==> config.mk <==
export PLATFORM = sky130hd
export DESIGN_NAME = pipe_register_chain
export DESIGN_NICKNAME = d
export VERILOG_FILES = /design/src/rtl/pipe_register_pkg.sv /design/src/rtl/pipe_register_stage.sv /design/src/rtl/pipe_register_chain.sv
export SDC_FILE = /design/constraint.sdc
export NUM_CORES = 1
export LEC_CHECK = 0
export ABC_AREA = 1
export BUFFER_PORTS_ARGS = -buffer_cell sky130_fd_sc_hd__buf_2
export CORE_ASPECT_RATIO = 0.6
export CORE_MARGIN = 4
export CORE_UTILIZATION = 40
export DETAILED_ROUTE_END_ITERATION = 8
export GPL_ROUTABILITY_DRIVEN = 0
export HOLD_SLACK_MARGIN = 0.05
export PLACE_DENSITY = 0.65
export SYNTH_ARGS = -nofsm -noshare
export SYNTH_HDL_FRONTEND = slang
export SYNTH_SLANG_ARGS = --single-unit
==> constraint.sdc <==
create_clock -name clk -period 1.4 [get_ports clk]
set_clock_uncertainty 0.2 [all_clocks]
set_input_delay 0 -clock clk [delete_from_list [all_inputs] [get_ports clk]]
set_output_delay 0 -clock clk [all_outputs]
set_load 0.02 [all_outputs]
==> src/rtl/pipe_register_pkg.sv <==
`default_nettype none
// ============================================================================
// pipe_register_pkg : shared defaults and occupancy width helper
// Revision: 1.0
// ============================================================================
package pipe_register_pkg;

  localparam int DEFAULT_WIDTH = 64;
  localparam int DEFAULT_DEPTH = 2;

  function automatic int OCC_W(input int depth);
    return (depth < 1) ? 1 : $clog2(depth + 1);
  endfunction

endpackage
`default_nettype wire

==> src/rtl/pipe_register_stage.sv <==
`default_nettype none
// ============================================================================
// pipe_register_stage : one elastic register slot; empty slots always accept
// Revision: 1.0
// ============================================================================
module pipe_register_stage
  import pipe_register_pkg::*;
#(
  parameter int WIDTH = DEFAULT_WIDTH
) (
  input  logic             clk,
  input  logic             reset,
  input  logic             flush,
  input  logic             up_valid,
  input  logic [WIDTH-1:0] up_data,
  input  logic             dn_ready,
  output logic             vld,
  output logic [WIDTH-1:0] dat,
  output logic             rdy
);

  logic             vld_q, vld_d;
  logic [WIDTH-1:0] dat_q, dat_d;

  assign rdy = !vld_q || dn_ready;
  assign vld = vld_q;
  assign dat = dat_q;

  // Data only moves on a valid load so idle stages do not toggle.
  always_comb begin
    vld_d = vld_q;
    dat_d = dat_q;
    if (flush) begin
      vld_d = 1'b0;
    end else if (rdy) begin
      vld_d = up_valid;
      if (up_valid) begin
        dat_d = up_data;
      end
    end
  end

  always_ff @(posedge clk) begin
    if (reset) begin
      vld_q <= 1'b0;
      dat_q <= '0;
    end else begin
      vld_q <= vld_d;
      dat_q <= dat_d;
    end
  end

endmodule
`default_nettype wire

==> src/rtl/pipe_register_chain.sv <==
`default_nettype none
// ============================================================================
// pipe_register_chain : DEPTH-stage elastic register chain with flush.
// Optional occupancy output enabled by defining PIPE_REG_COUNT_EN.
// Revision: 1.0
// ============================================================================
module pipe_register_chain
  import pipe_register_pkg::*;
#(
  parameter int WIDTH = DEFAULT_WIDTH,
  parameter int DEPTH = DEFAULT_DEPTH
) (
  input  logic                    clk,
  input  logic                    reset,
  input  logic                    flush,
  input  logic                    in_valid,
  output logic                    in_ready,
  input  logic [WIDTH-1:0]        in_data,
  output logic                    out_valid,
  input  logic                    out_ready,
  output logic [WIDTH-1:0]        out_data
`ifdef PIPE_REG_COUNT_EN
  ,
  output logic [OCC_W(DEPTH)-1:0] occupancy
`endif
);

  if (DEPTH < 1) begin : g_depth_check
    $error("pipe_register_chain: DEPTH must be >= 1");
  end

  logic [DEPTH-1:0] stg_vld;
  logic [DEPTH-1:0] stg_rdy;
  logic [WIDTH-1:0] stg_dat [DEPTH];
  logic             in_fire;

  assign in_ready  = stg_rdy[0] && !flush && !reset;
  assign in_fire   = in_valid && in_ready;
  assign out_valid = stg_vld[DEPTH-1];
  assign out_data  = stg_dat[DEPTH-1];

  for (genvar i = 0; i < DEPTH; i++) begin : g_stage
    logic             up_v;
    logic [WIDTH-1:0] up_d;
    logic             dn_r;

    if (i == 0) begin : g_src_in
      assign up_v = in_fire;
      assign up_d = in_data;
    end else begin : g_src_prev
      assign up_v = stg_vld[i-1];
      assign up_d = stg_dat[i-1];
    end

    if (i == DEPTH - 1) begin : g_dn_out
      assign dn_r = out_ready;
    end else begin : g_dn_next
      assign dn_r = stg_rdy[i+1];
    end

    pipe_register_stage #(
      .WIDTH (WIDTH)
    ) u_stage (
      .clk      (clk),
      .reset    (reset),
      .flush    (flush),
      .up_valid (up_v),
      .up_data  (up_d),
      .dn_ready (dn_r),
      .vld      (stg_vld[i]),
      .dat      (stg_dat[i]),
      .rdy      (stg_rdy[i])
    );
  end

`ifdef PIPE_REG_COUNT_EN
  localparam logic [OCC_W(DEPTH)-1:0] OCC_ONE = 1;

  logic [OCC_W(DEPTH)-1:0] occ_q, occ_d;
  logic                    out_fire;

  assign out_fire  = out_valid && out_ready;
  assign occupancy = occ_q;

  // Simultaneous in/out transfer leaves the count unchanged.
  always_comb begin
    occ_d = occ_q;
    case ({in_fire, out_fire})
      2'b10:   occ_d = occ_q + OCC_ONE;
      2'b01:   occ_d = occ_q - OCC_ONE;
      default: occ_d = occ_q;
    endcase
  end

  always_ff @(posedge clk) begin
    if (reset || flush) begin
      occ_q <= '0;
    end else begin
      occ_q <= occ_d;
    end
  end
`endif

endmodule
`default_nettype wire
==> results of run 1 <==
-- cell usage after synthesis --
| master | instances |
|---|---|
| buf_2 | 24 |
| a21oi_1 | 66 |
| nand3_1 | 66 |
| nor2_1 | 65 |
| dfxtp_1 | 130 |
| buf_6 | 4 |
| inv_1 | 170 |
| inv_2 | 27 |
| nand4_1 | 64 |
| nand2_1 | 195 |
| nor2_2 | 1 |
| clkbuf_1 | 9 |
| buf_4 | 8 |
| buf_1 | 16 |
-- logic make-up (layout without fill, tap and decap cells) --
| logic type | after synthesis | in the layout | synth area share [%] |
|---|---|---|---|
| buffers and inverters | 258 | 468 | 18.6 |
| DFF | 130 | 130 | 45.6 |
| AOI/OAI and AO/OA | 66 | 66 | 5.79 |
| and+or+nand+nor | 391 | 391 | 30.0 |
-- path summary, 6_finish.rpt --
kind                                                           endpoint  slack (ps)  cells after the start
worst max-delay path             g_stage[1].u_stage.dat[4]$_SDFFE_PP0P_         -40                      6
worst min-delay path             g_stage[1].u_stage.dat[2]$_SDFFE_PP0P_          50                      3
worst max register to register   g_stage[1].u_stage.dat[4]$_SDFFE_PP0P_         -40                      6
worst min register to register  g_stage[1].u_stage.dat[40]$_SDFFE_PP0P_         260                      2
-- routing by layer --
layer | global-route usage [%] | share of wire (%)
met1 | 29.5 | 48
met2 | 33.3 | 45
met3 | 3.88 | 7.0
met5 | 0 | 0
met4 | 5.07 | 0.20
-- cell usage in the layout, fill, tap and decap left out, types with 3 or more instances in the layout --
| cell type | instances |
|---|---|
| nand2_2 | 18 |
| buf_4 | 9 |
| a21oi_1 | 64 |
| clkinv_2 | 4 |
| dfxtp_1 | 128 |
| buf_2 | 133 |
| clkbuf_16 | 21 |
| inv_2 | 35 |
| inv_1 | 162 |
| buf_6 | 5 |
| buf_12 | 14 |
| buf_16 | 3 |
| nor2_1 | 53 |
| nand4_1 | 64 |
| nand2_4 | 16 |
| bufinv_16 | 3 |
| nand3_1 | 64 |
| nand2_1 | 160 |
| nor2_2 | 11 |
| dlygate4sd3_1 | 69 |
-- repair_timing --
| action | CTS | global route |
|---|---|---|
| hold buffers | 71 | 0 |
| pin swaps | 4 | 26 |
| buffers inserted | 5 | 1 |
| setup endpoints to repair | 46 | 116 |
| cloned | 3 | 5 |
| endpoints found under the hold margin | 119 | 0 |
| resized for setup | 11 | 77 |
-- worst max-delay path, stage by stage (launching register included) --
cell,delay [ps]
dfxtp_2,350
inv_2,50
nor2_4,130
buf_12,150
buf_4,190
nand3_1,120
a21oi_1,170
-- state kept, by name (all words and copies together), names as in the netlist --
signal,cells
g_stage.u_stage.vld,2
g_stage.u_stage.dat,128
-- metrics by stage --
step           total power [mW]  cells  worst slack (ps)
6_report                   9.26   1247             -39.0
5_1_grt                    9.65   1247             -92.5
4_1_cts                    9.22   1242             -41.8
3_5_place_dp               4.60   1132             -25.8
3_3_place_gp               4.59   1132             -36.2
2_1_floorplan              4.36    845              45.5
-- layout make-up --
type | count | area share, %
timing repair buffer | 240 | 23.4
clock inverter | 10 | 1.58
clock buffer | 21 | 5.44
inverter | 197 | 8.74
multi-input combinational | 457 | 27.1
tap | 192 | 2.84
sequential | 130 | 30.8
-- power breakdown --
group          internal (mW)  switching, mW
clock                   2.88           1.59
combinational          0.438          0.494
sequential              3.80         0.0501
==> flow_metrics.py, run 1 <==
metrics = {
    "worst_hold_path": {
        "min_from": "reset",
        "hold_class": "in -> reg",
    },
    "synth": {
        "synth_cell_types": 14,
        "synth-seq-cells": 130,
        "synthTopCellsByArea": "dfxtp_1 (46%), nand2_1 (13%), inv_1 (11%), nand4_1 (7.0%), a21oi_1 (5.8%)",
        "yosysSeqAreaShare_pct": 45.6,
        "synthesis.area_um2": 5700,
        "ys.warnings.count": 0,
        "synth_nets": 914,
        "yosys.area.top_type": "dfxtp_1",
        "syn_inst": 845,
        "synth_top_area_share_pct": 45.6,
        "syn_avg_cell_area_um2": 6.75,
    },
    "setup_path": {
        "required_ps": 1530,
        "critPathLaunchType": "register",
        "path_class": "reg -> reg",
        "cp-startpoint": "g_stage[0].u_stage.vld$_SDFFE_PP0P_",
        "cp-end-kind": "register",
        "critical_path_arrival_ps": 1560,
        "crit_fanout": 12,
        "r2r_start": "g_stage[0].u_stage.vld$_SDFFE_PP0P_",
    },
    "timing": {
        "max_freq_mhz": 695,
        "worst_slack_ps": -39.0,
        "hold_viol_final": 0,
        "max_slew_margin_pct": 59.2,
        "grt_setup_unrepaired": "true",
        "min_period_over_period_pct": 103,
        "worstMarginPinSlew_ps": 611,
        "final.min_clock_period_ps": 1440,
        "hold_ws_ps": 46.4,
        "maxSlewViolCount": 0,
        "finalSetupViolations": 53,
        "fin_setup_tns_ps": -768,
    },
    "pwr": {
        "power_density_nw_per_um2": 1090,
        "ir_drop_uv": 735,
        "power.leakage_nw": 4.14,
    },
    "cells_and_area": {
        "final_cell_area_um2": 8460,
        "post-route-util_pct": 61.4,
        "multiInputGateArea_um2": 2300,
        "final_nets": 1112,
        "n_fill_cell": 1262,
        "drive_above_1_share_pct": 27.2,
        "regArea_um2": 2610,
        "n_antenna_cell": 0,
        "area_growth_syn_to_layout_pct": 48.3,
    },
    "route": {
        "via_count": 5766,
        "wl_per_cell_um": 14.0,
        "drc": 0,
        "dr.first_iter.drc_count": 333,
        "drtPass1Iterations": 5,
        "routed_via_density": 4.62,
        "ant_nets": 0,
        "drt_wl_total_um": 17500,
    },
    "clocking": {
        "cts_tree": "done",
        "cts-root-buf": "clkbuf_16",
        "htree_levels": 4,
        "insertion_delay_ps": 400,
        "clockBufferDepth": 2,
        "cts_inserted_buffers": 17,
        "cts_sinks": 130,
        "clkSlewWorstSetupHoldPaths_ps": 60,
    },
    "global_route": {
        "grt_use_total_pct": 20.9,
        "antenna_found_initial": 0,
        "grt_start_max_net_pins": 51,
        "grt-ovfl-total": 0,
        "grt_pass1_vias": 5345,
        "grt_pass1_wl_um": 27400,
    },
    "placed_design": {
        "portBuffers": 134,
        "place_hpwl_um": 9590,
        "dpl_cell_area_um2": 6650,
    },
    "floorplan": {
        "chipWidth_um": 162,
        "core_area_um2": 13800,
        "start_util_pct": 41.4,
        "row_count": 33,
        "die_h_um": 101,
        "dieArea_um2": 16300,
        "num_io_pins": 135,
    },
    "flow_run": {
        "maxCapViolCount": 0,
    },
    "status": {
        "outcome": "finished, violations left",
        "violations": "negative setup slack",
    },
}
Power figures use the tool's default switching activity.
==> run 2: changes to the inputs <==
==> constraint.sdc (replaced) <==
create_clock -name clk -period 1.51 [get_ports clk]
set_clock_uncertainty 0.2 [all_clocks]
set_input_delay 0 -clock clk [delete_from_list [all_inputs] [get_ports clk]]
set_output_delay 0 -clock clk [all_outputs]
set_load 0.02 [all_outputs]
==> run 2 against run 1 <==
Effect of this change:
- the run ends with negative hold slack left
- cell count is 0.40% lower
- worst setup slack better by 110 ps
- critical path depth stayed put
- die area stayed put
==> flow_metrics.py, run 2 (same netlist as run 1, synthesis figures left out) <==
metrics = {
    "clocking": {
        "cts_tree": "done",
        "cts_inserted_buffers": 17,
        "cts_sinks": 130,
        "htree_levels": 4,
        "cts-root-buf": "clkbuf_16",
        "clockBufferDepth": 2,
        "clkSlewWorstSetupHoldPaths_ps": 60,
        "insertion_delay_ps": 410,
    },
    "route": {
        "ant_nets": 0,
        "via_count": 5644,
        "routed_via_density": 4.54,
        "drt_wl_total_um": 16200,
        "wl_per_cell_um": 13.0,
        "drc": 0,
        "drtPass1Iterations": 5,
        "dr.first_iter.drc_count": 425,
    },
    "placed_design": {
        "portBuffers": 134,
        "numPlacedInstances": 1133,
        "place_hpwl_um": 9700,
    },
    "status": {
        "violations": "negative hold slack",
        "outcome": "finished, violations left",
    },
    "worst_hold_path": {
        "min_from": "flush",
        "hold_class": "in -> reg",
        "holdPathStages": 5,
        "min_to": "g_stage[1].u_stage.dat[56]$_SDFFE_PP0P_",
    },
    "cells_and_area": {
        "area_growth_syn_to_layout_pct": 41.3,
        "final_cell_mix": "nand2_1 (193), inv_1 (169), buf_2 (133), dfxtp_1 (128), dlygate4sd3_1 (72)",
        "layout.cells.non_filler": 1242,
        "drive_above_1_share_pct": 21.8,
        "final_nets": 1106,
        "final_common_cell": "nand2_1",
        "n_antenna_cell": 0,
        "largest_register_ffs": 128,
    },
    "global_route": {
        "grt_pass1_wl_um": 26500,
        "grt_use_total_pct": 20.1,
        "grt_start_max_net_pins": 56,
        "grt_pass1_vias": 5422,
        "grt-ovfl-total": 0,
        "antenna_found_initial": 0,
    },
    "timing": {
        "grt_setup_unrepaired": "false",
        "hold_viol_final": 29,
        "final.min_clock_period_ps": 1440,
        "max_slew_margin_pct": 69.9,
        "maxSlewViolCount": 0,
        "fin_setup_tns_ps": 0,
        "finalSetupViolations": 0,
        "max_freq_mhz": 696,
        "min_period_over_period_pct": 95.1,
        "hold_ws_ps": -79.3,
        "worstMarginPinSlew_ps": 452,
    },
    "setup_path": {
        "r2r-end": "g_stage[1].u_stage.dat[58]$_SDFFE_PP0P_",
        "cp-end-kind": "register",
        "crit_fanout": 26,
        "r2r_start": "g_stage[0].u_stage.vld$_SDFFE_PP0P_",
        "required_ps": 1660,
        "r2r_setup_slack_ps": 70,
        "ff2ff_path_depth": 6,
        "path_class": "reg -> reg",
        "critPathLaunchType": "register",
        "critical_path_arrival_ps": 1580,
    },
    "floorplan": {
        "row_count": 33,
        "chipWidth_um": 162,
        "num_io_pins": 135,
        "start_util_pct": 41.4,
        "core_area_um2": 13800,
        "die_h_um": 101,
        "dieArea_um2": 16300,
    },
    "pwr": {
        "power.leakage_nw": 4.02,
        "ir_drop_uv": 571,
        "power_density_nw_per_um2": 1100,
    },
    "flow_run": {
        "maxCapViolCount": 0,
    },
}
-- run 2: how the worst max path moves through the flow --
stage	from	end	slack, ps	depth (start not counted)
2_1_floorplan	g_stage[1].u_stage.vld$_SDFFE_PP0P_	g_stage[0].u_stage.dat[19]$_SDFFE_PP0P_	60	7
3_3_place_gp	g_stage[0].u_stage.vld$_SDFFE_PP0P_	g_stage[1].u_stage.dat[61]$_SDFFE_PP0P_	110	5
5_1_grt	g_stage[0].u_stage.vld$_SDFFE_PP0P_	g_stage[1].u_stage.dat[58]$_SDFFE_PP0P_	4	6
6_report	g_stage[0].u_stage.vld$_SDFFE_PP0P_	g_stage[1].u_stage.dat[58]$_SDFFE_PP0P_	70	6
3_5_place_dp	g_stage[1].u_stage.vld$_SDFFE_PP0P_	g_stage[1].u_stage.dat[32]$_SDFFE_PP0P_	50	5
4_1_cts	g_stage[1].u_stage.vld$_SDFFE_PP0P_	in_ready	30	5
-- run 2: repair_timing --
item                       CTS  global route
pin swaps                    1             2
setup buffers                0             4
resized for setup            4             8
setup endpoints to repair    1            22
hold buffers                71             4
hold endpoints to repair   130            68
-- run 2: routing by layer --
layer | GRT usage, % | wire (um)
met1 | 27.4 | 7710
met2 | 32.4 | 7120
met3 | 5.52 | 1220
met4 | 4.09 | 116
met5 | 0 | 0
-- run 2: area by class of cell --
type	count	area, um^2
Clock buffer	17	425
Clock inverter	15	230
Fill cell	1330	5730
Inverter	197	739
Multi-Input combinational cell	457	2080
Sequential cell	130	2610
Tap cell	192	240
Timing Repair Buffer	234	1740
-- run 2: critical path: stages (launching register included) --
cell and delay [ps]:
dfxtp_2 350, inv_1 80, nor2_4 160, buf_4 140
buf_12 160, nand3_1 120, a21oi_1 160
-- run 2: power breakdown --
| part | total (mW) | internal [mW] | switching (mW) |
|---|---|---|---|
| clock | 4.55 | 2.95 | 1.60 |
| combinational | 0.774 | 0.364 | 0.410 |
| sequential | 3.57 | 3.52 | 0.0462 |
-- run 2: through the flow --
step / cell area, um^2 / hold WS (ps) / setup slack, ps / util [%] / total power, mW
2_1_floorplan: 5700 / -16.3 / 64.5 / - / 4.04
3_3_place_gp: 6610 / 120 / 106 / 47.9 / 4.25
3_5_place_dp: 6610 / 124 / 54.3 / 47.9 / 4.26
4_1_cts: 7990 / -70.5 / 27.5 / 57.9 / 8.95
5_1_grt: 8060 / -61.9 / 4.45 / 58.5 / 9.22
6_report: 8060 / -79.3 / 74.0 / 58.5 / 8.90
